## src/rtl/reset_sequencer_pkg.sv

```systemverilog
// Shared types and default timing constants for the reset sequencer and the power-on reset generator.
package reset_sequencer_pkg;

    typedef enum logic [1:0] {
        WAIT_LOCK = 2'd0,
        RELEASE   = 2'd1,
        RUN       = 2'd2,
        HOLD      = 2'd3
    } seq_state_e;

    localparam int unsigned DEF_NUM_STAGES  = 3;
    localparam int unsigned DEF_LOCK_FILTER = 1024;
    localparam int unsigned DEF_STAGE_DELAY = 256;
    localparam int unsigned DEF_HOLD_CYCLES = 16;
    localparam int unsigned DEF_CNT_W       = 23;

    // Stage index width; a single-stage sequencer still needs one bit.
    function automatic int unsigned stage_w(input int unsigned n);
        return (n > 1) ? $clog2(n) : 1;
    endfunction

endpackage

```

## src/rtl/sync_2ff.sv

```systemverilog
// Two-flop synchronizer with asynchronous active-high clear, for asynchronous status inputs.
module sync_2ff (
    input  logic clk,
    input  logic clr,
    input  logic d,
    output logic q
);

    logic meta;

    always_ff @(posedge clk or posedge clr) begin
        if (clr) begin
            meta <= 1'b0;
            q    <= 1'b0;
        end else begin
            meta <= d;
            q    <= meta;
        end
    end

endmodule

```

## src/rtl/reset_sequencer.sv

```systemverilog
// Filters clock-manager lock and releases domain resets one at a time, re-asserting all on lock loss or soft request.
module reset_sequencer
    import reset_sequencer_pkg::*;
#(
    parameter int unsigned NUM_STAGES  = DEF_NUM_STAGES,
    parameter int unsigned LOCK_FILTER = DEF_LOCK_FILTER,
    parameter int unsigned STAGE_DELAY = DEF_STAGE_DELAY,
    parameter int unsigned HOLD_CYCLES = DEF_HOLD_CYCLES,
    parameter int unsigned CNT_W       = DEF_CNT_W
) (
    input  logic                  clk,
    input  logic                  reset,
    input  logic                  locked,
    input  logic                  soft_reset_req,
    output logic [NUM_STAGES-1:0] rst_out,
    output logic                  done,
    output logic                  busy
);

    localparam int unsigned STAGE_W = stage_w(NUM_STAGES);

    localparam logic [CNT_W-1:0]   FILTER_LAST = CNT_W'(LOCK_FILTER - 1);
    localparam logic [CNT_W-1:0]   DELAY_LAST  = CNT_W'(STAGE_DELAY - 1);
    localparam logic [CNT_W-1:0]   HOLD_LAST   = CNT_W'(HOLD_CYCLES - 1);
    localparam logic [STAGE_W-1:0] LAST_STAGE  = STAGE_W'(NUM_STAGES - 1);

    seq_state_e         state;
    logic [CNT_W-1:0]   cnt;
    logic [STAGE_W-1:0] stage;
    logic               locked_s;

    sync_2ff u_lock_sync (
        .clk (clk),
        .clr (reset),
        .d   (locked),
        .q   (locked_s)
    );

    always_ff @(posedge clk or posedge reset) begin
        if (reset) begin
            state   <= WAIT_LOCK;
            cnt     <= '0;
            stage   <= '0;
            rst_out <= '1;
            done    <= 1'b0;
            busy    <= 1'b1;
        end else if (state != WAIT_LOCK && !locked_s) begin
            // Lock loss outranks soft requests and any stage release due this edge.
            state   <= WAIT_LOCK;
            cnt     <= '0;
            stage   <= '0;
            rst_out <= '1;
            done    <= 1'b0;
            busy    <= 1'b1;
        end else begin
            case (state)
                WAIT_LOCK: begin
                    if (!locked_s) begin
                        cnt <= '0;
                    end else if (cnt == FILTER_LAST) begin
                        state <= RELEASE;
                        cnt   <= '0;
                        stage <= '0;
                    end else begin
                        cnt <= cnt + CNT_W'(1);
                    end
                end
                RELEASE: begin
                    if (cnt == DELAY_LAST) begin
                        rst_out[stage] <= 1'b0;
                        cnt            <= '0;
                        if (stage == LAST_STAGE) begin
                            state <= RUN;
                            done  <= 1'b1;
                            busy  <= 1'b0;
                        end else begin
                            stage <= stage + STAGE_W'(1);
                        end
                    end else begin
                        cnt <= cnt + CNT_W'(1);
                    end
                end
                RUN: begin
                    if (soft_reset_req) begin
                        state   <= HOLD;
                        rst_out <= '1;
                        done    <= 1'b0;
                        busy    <= 1'b1;
                        cnt     <= '0;
                    end
                end
                HOLD: begin
                    if (cnt == HOLD_LAST) begin
                        state <= WAIT_LOCK;
                        cnt   <= '0;
                    end else begin
                        cnt <= cnt + CNT_W'(1);
                    end
                end
                default: begin
                    state <= WAIT_LOCK;
                end
            endcase
        end
    end

endmodule

```

## config.mk

```make
export PLATFORM = sky130hd
export DESIGN_NAME = reset_sequencer
export DESIGN_NICKNAME = d
export VERILOG_FILES = /design/src/rtl/reset_sequencer_pkg.sv /design/src/rtl/sync_2ff.sv /design/src/rtl/reset_sequencer.sv
export SDC_FILE = /design/constraint.sdc
export NUM_CORES = 1
export LEC_CHECK = 0
export CAP_MARGIN = 25
export CORE_MARGIN = 4
export CORE_UTILIZATION = 35
export DETAILED_ROUTE_END_ITERATION = 8
export PLACE_DENSITY = 0.61
export SLEW_MARGIN = 15
export SYNTH_ARGS = -nofsm -noshare
export SYNTH_HDL_FRONTEND = slang
export SYNTH_SLANG_ARGS = --single-unit
```

## constraint.sdc

```tcl
create_clock -name clk -period 2.7 [get_ports clk]
set_clock_uncertainty 0.15 [all_clocks]
set_input_delay 0.54 -clock clk [delete_from_list [all_inputs] [get_ports clk]]
set_output_delay 0.54 -clock clk [all_outputs]
set_load 0.005 [all_outputs]
```

# Word level (Yosys, flattened, before mapping)
# Index checks and enable logic that the tools add are counted.
[totals]
ff_bits = 34
inputBits = 4
out_inout_bits = 5
word_cells = 76
[classes]
addsub = 2
order_cmp = 2
eq_ne = 14
mux = 37
n_bitwise = 2
reduce_logical = 11
[ops]
columns = ["cell", "n"]
rows = [
  ["$mux W23", 6],
  ["$pmux W23 S4", 1],
  ["$mux W2", 12],
  ["$add A23 B1 Y23 const B", 1],
  ["$eq A23 B10 Y1 const B", 1],
  ["$eq A23 B4 Y1 const B", 1],
  ["$eq A23 B8 Y1 const B", 1],
  ["$ne A3 B3 Y1 const B", 6],
  ["$mux W1", 9],
  ["$mux W3", 3],
  ["$pmux W2 S4", 1],
  ["$eq A2 B2 Y1 const B", 3],
  ["$pmux W3 S2", 1],
  ["$reduce_and A6 Y1", 1],
  ["$reduce_bool A3 Y1", 2],
  ["$reduce_and A5 Y1", 1],
  ["$pmux W1 S2", 2],
  ["$pmux W2 S2", 1],
  ["$reduce_and A4 Y1", 1],
  ["$and A3 B3 Y3", 1],
  ["$lt A2 B3 Y1 const B", 1],
  ["$ne A3 B2 Y1 const B", 1],
  ["$not A3 Y3", 1],
  ["$reduce_and A3 Y1", 1],
  ["other kinds (8)", 9],
]

# Depth between registers and ports, before layout
# Gate-level depths: netlist of the first run.
[depth]
ltp_word = 9
mapped_depth = 9
depth_no_buf = 8

# Modules after synthesis
# From an unflattened synthesis of the first run, not the netlist that was laid out.
[unflattened]
cells_unflattened = 225
hier_area_um2 = 2092.0
[modules_own_cells]
columns = ["mod", "instances", "cells_per_inst", "area_each_um2", "seq_area_each_um2"]
rows = [
  ["reset_sequencer", 1, 222, 2038.2, 805.8],
  ["sync_2ff", 1, 3, 53.8, 50.0],
]

# Worst setup path before layout of the first run
# No wires, ideal clock.
[synth_path]
path_kind = "reg-to-reg"
from = "register state[0]"
to = "register busy"
setup_time_ps = 85
t_arrival_ps = 2120
t_required_ps = 2465
path_slack_ps = 345
path_stages_with_launch = 10
path_buffers = 1
synth_period_minus_slack_ps = 2355
cell_sequence = "dfrtp_1 inv_1 ha_1 clkbuf_1 nor2_1 or3b_2 o21ai_0 a21oi_4 a21boi_4 mux2_1"
[synth_between]
elab_chain_cells = 4
elab_cells_between_ends = 11
classes_between = "5 x eq/ne; 2 x mux; 4 x reduce/logical"
[synth_lines]
columns = ["element", "line", "text"]
rows = [
  ["start: declaration", "reset_sequencer.sv:27", "seq_state_e state;"],
  ["start signal: assignment", "reset_sequencer.sv:41", "state <= WAIT_LOCK;"],
  ["start signal: assignment", "reset_sequencer.sv:49", "state <= WAIT_LOCK;"],
  ["start signal: assignment", "reset_sequencer.sv:61", "state <= RELEASE;"],
  ["$reduce_bool A2 Y1", "reset_sequencer.sv:47", "end else if (state != WAIT_LOCK && !locked_s) begin"],
  ["$logic_and A1 B1 Y1", "reset_sequencer.sv:47", ""],
  ["$ne A3 B3 Y1 (no line) / $reduce_bool A3 Y1 (equally long branches)", "-", ""],
  ["$reduce_and A4 Y1 (no line)", "-", ""],
  ["end signal: assignment", "reset_sequencer.sv:46", "busy <= 1'b1;"],
  ["end signal: assignment", "reset_sequencer.sv:54", "busy <= 1'b1;"],
  ["end signal: assignment", "reset_sequencer.sv:75", "busy <= 1'b0;"],
  ["end: declaration", "reset_sequencer.sv:17", "output logic busy"],
]
# Several ways; a longest one is shown, not always the timed one.
# A chain may end at the register's enable or synchronous reset.

# Final worst setup path of the first run
[layout_path]
from = "register cnt[1]"
to = "register busy"
[layout_between]
elab_chain_cells = 3
[layout_lines]
columns = ["element", "line", "text"]
rows = [
  ["start: declaration", "reset_sequencer.sv:28", "logic [CNT_W-1:0] cnt;"],
  ["start signal: assignment", "reset_sequencer.sv:65", "cnt <= cnt + CNT_W'(1);"],
  ["start signal: assignment", "reset_sequencer.sv:80", "cnt <= cnt + CNT_W'(1);"],
  ["start signal: assignment", "reset_sequencer.sv:97", "cnt <= cnt + CNT_W'(1);"],
  ["$eq A23 B8 Y1", "reset_sequencer.sv:69", "if (cnt == DELAY_LAST) begin"],
  ["$ne A3 B3 Y1 (no line)", "-", ""],
  ["$reduce_and A4 Y1 (no line)", "-", ""],
  ["end signal: assignment", "reset_sequencer.sv:54", ""],
  ["end signal: assignment", "reset_sequencer.sv:75", ""],
  ["end signal: assignment", "reset_sequencer.sv:88", "busy <= 1'b1;"],
]
# No other way between the ends.

==> flow_summary_export.csv, run 1 <==
group,metric,value,unit
status,status,"finished, final reports clean",
cells_and_area,fin_nets,241,
clocking,worstSkewPairLatency,0.29,ns
global_route,gr-total-overflow,0,
worst_setup_path,cp_slowest_cell,"or3b_4",
power_and_ir_drop,power_per_cell_area,418,nW/um2
sta,worst-slew-pin-transition,0.591,ns
detailed_routing,routed_wl,4.13,mm
sta,final-hold-violation-count,0,
flow_run,drv.max_cap_violation_count,0,
sta,relSlewSlack,60.6,%
worst_setup_path,timing_worst_setup_path_type,"reg -> reg",
power_and_ir_drop,clock_power_share,41.5,%
global_route,global_route.usage.total,12.9,%
clocking,clock_sinks,34,
worst_setup_path,timing.reg2reg.worst_path_depth,7,
logic_synthesis,synth_simple_gate_area_share,24.8,%
worst_setup_path,reg2reg_setup_slack,0.17,ns
global_route,grt_pass1_wl,7.31,mm
worst_setup_path,critPathMaxFanout,6,
clocking,worst_setup_hold_path_clk_slew,0.07,ns
power_and_ir_drop,comb_power_share,3.8,%
worst_setup_path,timing.critical_path.cells,"ha_1 -> and3_1 -> nand4_2 -> or3b_4 -> a21oi_4 -> a21boi_4 -> mux2_1",
cells_and_area,fin_cells,302,
detailed_routing,drt-pass1-iter-count,4,
sta,max_clock_freq,396,MHz
placement,place_ws,0.198,ns
sta,final-setup-viol-count,0,
placement,portBuffers,8,
logic_synthesis,synth_top_area_cell,"dfrtp_1",
worst_setup_path,kind_of_start_point_of_the_critical_path,"flop",
clocking,cts-root-buf,"clkbuf_8",
die,vert_die_dim,83.4,um
worst_setup_path,r2r_end,"busy",
logic_synthesis,post_synth_main_area_contributors,"dfrtp_1 38%, dfstp_2 5.3%, ha_1 5.0%, nand2_1 4.5%, nor2_1 4.3%",
placement,dpl.hpwl,2.98,mm
power_and_ir_drop,peakVddDrop,0.267,mV
logic_synthesis,synth-adder-area-share,5.03,%
cells_and_area,layout_commonest_cell,"dfrtp_1",
sta,timing.final.crit_share,93.5,%
clocking,tritoncts_clock_tree,"done",
die,std_cell_rows,27,
cells_and_area,n_antenna_cell,0,
die,die_area,6960,um2
cells_and_area,syn2layout_area_growth,14.5,%
cells_and_area,fillers,542,
global_route,grt_start_max_net_pins,35,
power_and_ir_drop,internal_power,0.732,mW
power_and_ir_drop,netSwitchingFraction,23.2,%
logic_synthesis,synth.avg_cell_area,9.30,um2
detailed_routing,routed_via_density,5.07,
power_and_ir_drop,power.net_switching,0.221,mW
die,core,5510,um2
logic_synthesis,synth-edff-count,0,
global_route,grt_pass1_vias,1554,
detailed_routing,detail_route.drc_violations,0,
logic_synthesis,share_of_the_synthesized_netlist_area_taken_by_xor_and_xnor_gates,5.72,%
die,chipWidth,83.4,um
logic_synthesis,synth_ff_type,"dfrtp_1",
sta,final_period_minus_worst_setup_slack,2.53,ns
logic_synthesis,synth_area,1990,um2
worst_setup_path,worst_ep_required_time,2.77,ns
worst_setup_path,slowest_delay,0.46,ns
logic_synthesis,synth_cells,214,
logic_synthesis,synth_top_area_share,37.7,%
hold_path,timing.hold.worst.class,"reg -> reg",
logic_synthesis,synthArstFlopShare,100,%
worst_setup_path,end_kind,"flop",
worst_setup_path,critPathLaunch,"cnt[1]",
clocking,htree_levels,2,
clocking,ctsResizeCount,0,
worst_setup_path,crit_end,"busy",
detailed_routing,via_count,1531,
placement,placed_cells,294,
power_and_ir_drop,total_leakage_power,0.987,nW
cells_and_area,final_cell_mix,"30 x dfrtp_1, 24 x nand2_1, 23 x nor2_1",
placement,gp_routability_congestion,0.808,
sta,post-route-worst-setup-slack,0.175,ns
clocking,cts.repair_timing.setup_buffer_count,0,
logic_synthesis,synth_area_in_compound_gates,15.8,%
power_and_ir_drop,sequential_power_share,54.7,%
detailed_routing,routed_wire_length_per_instance,13.7,um
detailed_routing,drtAntennaViolNets,0,
logic_synthesis,dominant_combinational_cell_family_by_area_after_synthesis,"simple AND/OR/NAND/NOR gates",
sta,fin_tns_setup,0,ns
logic_synthesis,yosysWarningCount,0,
clocking,cts_inserted_buffers,5,
global_route,grt_antenna_before_repair,0,
logic_synthesis,post_synth_num_cell_types,47,
die,num_io_pins,9,
logic_synthesis,postSynthRegisterBits,34,
die,initial_utilization,36.2,%
clocking,max-clock-path-buffers,2,
sta,drv_slew,0,
logic_synthesis,post_synth_mux_area_share,2.07,%
cells_and_area,layout-drive-gt1-share,11.7,%
sta,unrepaired_setup_endpoints_after_global_routing,"no",
logic_synthesis,synth-seq-area-share,43.0,%
detailed_routing,drtIter0Drc,112,
clocking,postCtsHoldBufs,0,
power_and_ir_drop,p_total,0.953,mW
worst_setup_path,critical_path.reg2reg.startpoint,"cnt[1]",
logic_synthesis,synthesis.nets,226,
worst_setup_path,arrival,2.59,ns
[layout make-up]
cell class | count | area [um2] | share of cell area [%]
Timing Repair Buffer | 13 | 118 | 5.16
Clock inverter | 2 | 12.5 | 0.549
Inverter | 14 | 52.6 | 2.31
Sequential cell | 34 | 856 | 37.6
Clock buffer | 6 | 82.6 | 3.62
Tap cell | 72 | 90.1 | 3.95
Multi-Input combinational cell | 161 | 1070 | 46.8
[power groups by stage]
stage | combinational (mW) | sequential (mW) | clock (mW)
global route | 0.0423 | 0.522 | 0.434
CTS | 0.0377 | 0.521 | 0.413
floorplan | 0.0240 | 0.527 | 0
global placement | 0.0374 | 0.530 | 0
detailed placement | 0.0376 | 0.530 | 0
finish | 0.0360 | 0.521 | 0.396
[synthesized netlist by cell type, types with 5 or more instances]
cell,instances
dfrtp_1,30
nand4_1,6
nor2_1,23
and3_1,7
nand2_1,24
xor2_1,8
o21ai_0,9
xnor2_1,5
ha_1,8
inv_1,14
nand3_1,10
a21oi_1,7
[metrics by stage]
stage	hold slack [ns]	cell area (um2)	utilization [%]
6_report	0.206	2280	41.4
5_1_grt	0.210	2280	41.4
4_1_cts	0.210	2280	41.4
3_5_place_dp	0.193	2180	39.7
3_3_place_gp	0.190	2180	39.7
2_1_floorplan	0.181	1990	-
[flip-flops by register name, summed over array words and instances (netlist names)]
signal            count
state                 2
rst_out               3
busy                  1
u_lock_sync.q         1
done                  1
cnt                  23
u_lock_sync.meta      1
stage                 2
[logic make-up after synthesis]
logic type      Yosys count
compound gates           44
xor+xnor                 13
fa+ha+maj                 8
buf+inv                  19
flops                    34
mux                       4
simple gates             92
[worst max-delay path, delay by kind of cell (launching register included)]
| family | cells | cell delay (ns) |
|---|---|---|
| flip-flops | 1 | 0.40 |
| AO/OA/AOI/OAI | 2 | 0.42 |
| AND/OR/NAND/NOR | 3 | 0.92 |
| adder cells (fa/ha/maj) | 1 | 0.23 |
| multiplexers | 1 | 0.33 |
[how the worst min path moves through the flow]
stage,startpoint,end,slack [ns],cells after the start
floorplan,u_lock_sync.meta,u_lock_sync.q,0.18,0
global placement,u_lock_sync.meta,u_lock_sync.q,0.19,0
detailed placement,u_lock_sync.meta,u_lock_sync.q,0.19,0
CTS,u_lock_sync.meta,u_lock_sync.q,0.21,0
global route,u_lock_sync.meta,u_lock_sync.q,0.21,0
finish,u_lock_sync.meta,u_lock_sync.q,0.21,0
[layer usage]
layer	vias up	global-route usage, %	share of wire [%]
li1	782	-	-
met5	-	0	0
met2	11	20.0	47
met3	6	2.78	2.0
met4	0	4.82	1.7
met1	732	17.7	50
Note: power is estimated with default switching activity, not from simulation.
==> run 2: changes to the inputs <==
- PLACE_DENSITY: 0.61 -> 0.55
==> run 2 against run 1 <==
Against the previous run:
- setup slack lost 0.0074 ns
- via count shrank 0.13%
- power shrank 1.6%
- sequential cell count is the same
- critical endpoint unchanged
==> flow_summary_export.csv, run 2 (synthesized netlist as in run 1, its figures left out) <==
group,metric,value,unit
status,status,"finished, final reports clean",
detailed_routing,drtIter0Drc,62,
power_and_ir_drop,p_total,0.938,mW
sta,final-hold-violation-count,0,
cells_and_area,reg_top3,"cnt: 23 flops, rst_out: 3 flops",
global_route,grt_start_max_net_pins,35,
cells_and_area,final_cell_mix,"30 x dfrtp_1, 24 x nand2_1, 23 x nor2_1",
clocking,cts-root-buf,"clkbuf_8",
worst_setup_path,worst_ep_required_time,2.76,ns
detailed_routing,drt-pass1-iter-count,4,
flow_run,drv.max_cap_violation_count,0,
worst_setup_path,critical_path.n_buffers_inverters,0,
power_and_ir_drop,netSwitchingFraction,21.8,%
die,core,5510,um2
power_and_ir_drop,sequential_power_share,55.5,%
power_and_ir_drop,peakVddDrop,0.303,mV
detailed_routing,routed_wl,3.98,mm
cells_and_area,fillers,547,
clocking,ctsResizeCount,0,
detailed_routing,detail_route.drc_violations,0,
sta,final_period_minus_worst_setup_slack,2.53,ns
cells_and_area,n_antenna_cell,0,
power_and_ir_drop,clock_power_share,40.7,%
worst_setup_path,timing.critical_path.cells,"ha_1 -> and3_1 -> nand4_2 -> or3b_4 -> a21oi_4 -> a21boi_4 -> mux2_1",
clocking,cts_inserted_buffers,5,
clocking,clock_sinks,34,
clocking,cts.repair_timing.setup_buffer_count,0,
sta,worst-slew-pin-transition,0.433,ns
global_route,gr-total-overflow,0,
die,num_io_pins,9,
die,initial_utilization,36.2,%
cells_and_area,fin_cells,307,
worst_setup_path,arrival,2.59,ns
worst_setup_path,end_kind,"flop",
detailed_routing,routed_wire_length_per_instance,13.0,um
worst_setup_path,critPathMaxFanout,6,
detailed_routing,met3WireLength,97,um
placement,dpl.hpwl,2.99,mm
die,std_cell_rows,27,
detailed_routing,drtAntennaViolNets,0,
worst_setup_path,cp_slowest_cell,"or3b_4",
placement,gp_routability_congestion,0.784,
detailed_routing,wl_met1,2.04,mm
cells_and_area,fin_area,2310,um2
global_route,grt_pass1_wl,7.35,mm
detailed_routing,routed_via_density,4.98,
placement,portBuffers,8,
power_and_ir_drop,power_per_cell_area,406,nW/um2
cells_and_area,syn2layout_area_growth,16.2,%
clocking,worst_setup_hold_path_clk_slew,0.07,ns
clocking,worstSkewPairLatency,0.28,ns
sta,max_clock_freq,395,MHz
sta,final-setup-viol-count,0,
global_route,grt_pass1_vias,1587,
worst_setup_path,slowest_delay,0.45,ns
die,vert_die_dim,83.4,um
hold_path,timing.hold.worst.class,"reg -> reg",
global_route,global_route.usage.total,12.6,%
worst_setup_path,kind_of_start_point_of_the_critical_path,"flop",
clocking,htree_levels,2,
power_and_ir_drop,total_leakage_power,1.01,nW
clocking,max-clock-path-buffers,2,
cells_and_area,top_register,"cnt",
power_and_ir_drop,internal_power,0.733,mW
clocking,tritoncts_clock_tree,"done",
sta,drv_slew,0,
sta,relSlewSlack,71.1,%
placement,dpl_cell_area,2220,um2
global_route,grt_antenna_before_repair,0,
power_and_ir_drop,comb_power_share,3.8,%
clocking,postCtsHoldBufs,0,
worst_setup_path,cp_top_family,"simple AND/OR/NAND/NOR gates",
cells_and_area,layout-drive-gt1-share,13.2,%
placement,placed_cells,299,
power_and_ir_drop,power.net_switching,0.205,mW
cells_and_area,fin_nets,246,
detailed_routing,topmost_layer_with_routed_signal_wires,"met4",
detailed_routing,via_count,1529,
cells_and_area,layout_commonest_cell,"dfrtp_1",
detailed_routing,route.met2.wl,1.80,mm
die,die_area,6960,um2
die,chipWidth,83.4,um
sta,unrepaired_setup_endpoints_after_global_routing,"yes",
sta,timing.final.crit_share,93.8,%
cells_and_area,largest_register_ffs,23,
worst_setup_path,timing_worst_setup_path_type,"reg -> reg",
[run 2: metrics by stage]
stage	hold WS (ns)	util, %	worst slack [ns]	setup TNS [ns]
global route	0.219	42.0	-0.0197	-0.145
floorplan	0.181	-	0.345	0
finish	0.202	42.0	0.167	0
CTS	0.206	42.0	0.162	0
global placement	0.182	40.3	0.236	0
detailed placement	0.190	40.3	0.174	0
[run 2: final timing paths]
kind	from	cells past startpoint	endpoint	slack, ns
worst min-delay path	u_lock_sync.meta	0	u_lock_sync.q	0.20
max in group asynchronous	reset	3	rst_out[0]	1.56
worst max register to register	cnt[0]	7	busy	0.17
worst max-delay path	cnt[0]	7	busy	0.17
worst min register to register	u_lock_sync.meta	0	u_lock_sync.q	0.20
min in group asynchronous	reset	3	state[0]	0.51
[run 2: worst reg2reg max path, stage by stage (launching register included)]
cell	delay, ns
dfrtp_1	0.40
ha_1	0.24
and3_1	0.28
nand4_2	0.18
or3b_4	0.45
a21oi_4	0.20
a21boi_4	0.22
mux2_1	0.33
[run 2: cell type report]
type                            count  area, um2  share of cell area (%)
Timing Repair Buffer               18        155                    6.71
Clock inverter                      1       5.00                   0.216
Clock buffer                        7       86.3                    3.73
Tap cell                           72       90.1                    3.90
Sequential cell                    34        856                    37.0
Multi-Input combinational cell    161       1070                    46.2
Inverter                           14       52.6                    2.27
[run 2: metal layers]
layer  track usage [%]  vias to the layer above
li1                  -                      796
met1              17.1                      717
met3              3.08                        6
met2              20.3                       10
met5                 0                        -
met4              3.07                        0
[run 2: power by group through the flow]
| stage | registers, mW | logic [mW] | clock network (mW) |
|---|---|---|---|
| after global placement | 0.530 | 0.0373 | 0 |
| after detailed placement | 0.530 | 0.0366 | 0 |
| after floorplan | 0.527 | 0.0240 | 0 |
| after global routing | 0.521 | 0.0419 | 0.428 |
| after CTS | 0.521 | 0.0367 | 0.399 |
| final | 0.521 | 0.0355 | 0.382 |
==> run 3: changes to the inputs <==
- CORE_ASPECT_RATIO: unset -> 1.1
- CTS_CLUSTER_DIAMETER: unset -> 100
- SKIP_LAST_GASP: unset -> 1
==> run 3 against run 2 <==
Against the previous run:
- sequential share of layout area is 0.14 points lower
- non-clock buffer count down 1
- via count up 0.39%
- setup slack better by 0.011 ns
- sequential cell count unchanged
- power grew 1.1%
- cell area increased by 0.38%
==> flow_summary_export.csv, run 3 (synthesized netlist as in run 1, its figures left out) <==
group,metric,value,unit
placement,dpl.hpwl,2.97,mm
cells_and_area,ff_latch_area,856,um2
clocking,postCtsHoldBufs,0,
power_and_ir_drop,power_per_cell_area,409,nW/um2
global_route,grt_antenna_before_repair,0,
sta,unrepaired_setup_endpoints_after_global_routing,"no",
cells_and_area,fillers,545,
detailed_routing,routed_wl,3.98,mm
cells_and_area,reg_top3,"cnt: 23 flops, rst_out: 3 flops",
clocking,cts_inserted_buffers,5,
detailed_routing,routed_via_density,4.97,
cells_and_area,n_antenna_cell,0,
detailed_routing,detail_route.drc_violations,0,
flow_run,drv.max_cap_violation_count,0,
cells_and_area,syn2layout_area_growth,16.6,%
worst_setup_path,timing_worst_setup_path_type,"reg -> reg",
die,die_area,6960,um2
worst_setup_path,critical-path-top-cell-by-count,"nor2_1",
detailed_routing,via_count,1535,
cells_and_area,top_register,"cnt",
sta,relSlewSlack,70.5,%
clocking,cts.repair_timing.setup_buffer_count,0,
worst_setup_path,reg2reg_setup_slack,0.18,ns
cells_and_area,fin_area,2320,um2
clocking,worst_setup_hold_path_clk_slew,0.07,ns
cells_and_area,layout-drive-gt1-share,12.8,%
worst_setup_path,slowest_delay,0.59,ns
power_and_ir_drop,power.net_switching,0.213,mW
clocking,htree_levels,2,
global_route,grt_pass1_wl,7.30,mm
cells_and_area,largest_register_ffs,23,
worst_setup_path,kind_of_start_point_of_the_critical_path,"flop",
sta,final-setup-viol-count,0,
clocking,worstSkewPairLatency,0.28,ns
clocking,max-clock-path-buffers,2,
placement,portBuffers,8,
worst_setup_path,cp_slowest_cell,"or4_1",
worst_setup_path,timing.reg2reg.worst_path_depth,9,
die,chipWidth,79.9,um
power_and_ir_drop,clock_power_share,41.1,%
die,std_cell_rows,28,
power_and_ir_drop,netSwitchingFraction,22.5,%
global_route,global_route.usage.total,13.2,%
die,vert_die_dim,87.1,um
detailed_routing,routed_wire_length_per_instance,12.9,um
die,core,5470,um2
global_route,grt_use_met2,21.0,%
die,num_io_pins,9,
clocking,ctsResizeCount,0,
sta,max_clock_freq,397,MHz
clocking,clock_sinks,34,
global_route,grt_pass1_vias,1576,
worst_setup_path,end_kind,"flop",
global_route,gr-total-overflow,0,
clocking,tritoncts_clock_tree,"done",
placement,dpl_cell_area,2230,um2
status,status,"finished, final reports clean",
power_and_ir_drop,internal_power,0.735,mW
worst_setup_path,critPathLaunch,"state[1]",
global_route,met3_usage,2.90,%
detailed_routing,drt-pass1-iter-count,6,
worst_setup_path,timing.critical_path.cells,"inv_1 -> ha_1 -> nor2_1 -> nor3b_2 -> buf_12 -> or4_1 -> nor2_1 -> xnor2_1 -> nor2_1",
global_route,gr-usage-met1,17.5,%
power_and_ir_drop,peakVddDrop,0.263,mV
die,initial_utilization,36.4,%
sta,holdWs,0.200,ns
global_route,grt_start_max_net_pins,35,
sta,fin_tns_setup,0,ns
sta,drv_slew,0,
hold_path,timing.hold.worst.class,"reg -> reg",
worst_setup_path,r2r_end,"cnt[20]",
sta,worst-slew-pin-transition,0.442,ns
worst_setup_path,crit_end,"cnt[20]",
cells_and_area,layout_commonest_cell,"dfrtp_1",
cells_and_area,fin_util,42.5,%
cells_and_area,multi_input_comb_area,1070,um2
worst_setup_path,worst_ep_required_time,2.73,ns
power_and_ir_drop,total_leakage_power,1.01,nW
sta,timing.final.crit_share,93.4,%
placement,gp_routability_congestion,0.748,
cells_and_area,final_cell_mix,"30 x dfrtp_1, 24 x nand2_1, 23 x nor2_1",
power_and_ir_drop,comb_power_share,4.0,%
clocking,cts-root-buf,"clkbuf_8",
cells_and_area,fin_nets,245,
sta,final_period_minus_worst_setup_slack,2.52,ns
sta,final-hold-violation-count,0,
detailed_routing,drtIter0Drc,43,
power_and_ir_drop,sequential_power_share,54.9,%
worst_setup_path,arrival,2.55,ns
global_route,global_route.peak_usage_layer,"met2",
detailed_routing,drtAntennaViolNets,0,
worst_setup_path,critical_path.reg2reg.startpoint,"state[1]",
worst_setup_path,critPathMaxFanout,17,
[run 3: layout make-up]
| class | count | share of cell area, % |
|---|---|---|
| Multi-Input combinational cell | 161 | 46.0 |
| Timing Repair Buffer | 17 | 6.90 |
| Clock buffer | 7 | 3.72 |
| Tap cell | 75 | 4.04 |
| Clock inverter | 1 | 0.216 |
| Inverter | 14 | 2.26 |
| Sequential cell | 34 | 36.9 |
[run 3: power groups by stage]
stage               clock network (mW)  logic [mW]  registers [mW]
global placement                     0      0.0390           0.530
detailed placement                   0      0.0397           0.530
floorplan                            0      0.0240           0.527
global route                     0.427      0.0440           0.522
CTS                              0.410      0.0398           0.520
finish                           0.390      0.0381           0.521
[run 3: layer usage]
metal | vias to the layer above | part of all wire, %
li1 | 793 | -
met1 | 715 | 49
met2 | 19 | 46
met3 | 8 | 2.5
met4 | 0 | 2.1
met5 | - | 0
[run 3: through the flow]
stage | power [mW] | setup WS [ns] | cells
floorplan | 0.551 | 0.345 | 214
global placement | 0.569 | 0.186 | 301
detailed placement | 0.570 | 0.199 | 301
CTS | 0.971 | 0.178 | 309
global route | 0.993 | 0.0153 | 309
finish | 0.948 | 0.178 | 309
[run 3: critical path, delay by kind of cell (launching register included)]
| family | cells | cell delay [ns] |
|---|---|---|
| and+or+nand+nor | 5 | 1.13 |
| DFF | 1 | 0.44 |
| adders and majority gates | 1 | 0.28 |
| buffers and inverters | 2 | 0.27 |
| xor gates and xnor gates | 1 | 0.13 |
[run 3: worst min path at each step]
stage | startpoint | endpoint | depth (start not counted)
after floorplan | u_lock_sync.meta | u_lock_sync.q | 0
after global placement | u_lock_sync.meta | u_lock_sync.q | 0
after detailed placement | u_lock_sync.meta | u_lock_sync.q | 0
after CTS | u_lock_sync.meta | u_lock_sync.q | 0
after global routing | u_lock_sync.meta | u_lock_sync.q | 0
final | u_lock_sync.meta | u_lock_sync.q | 0
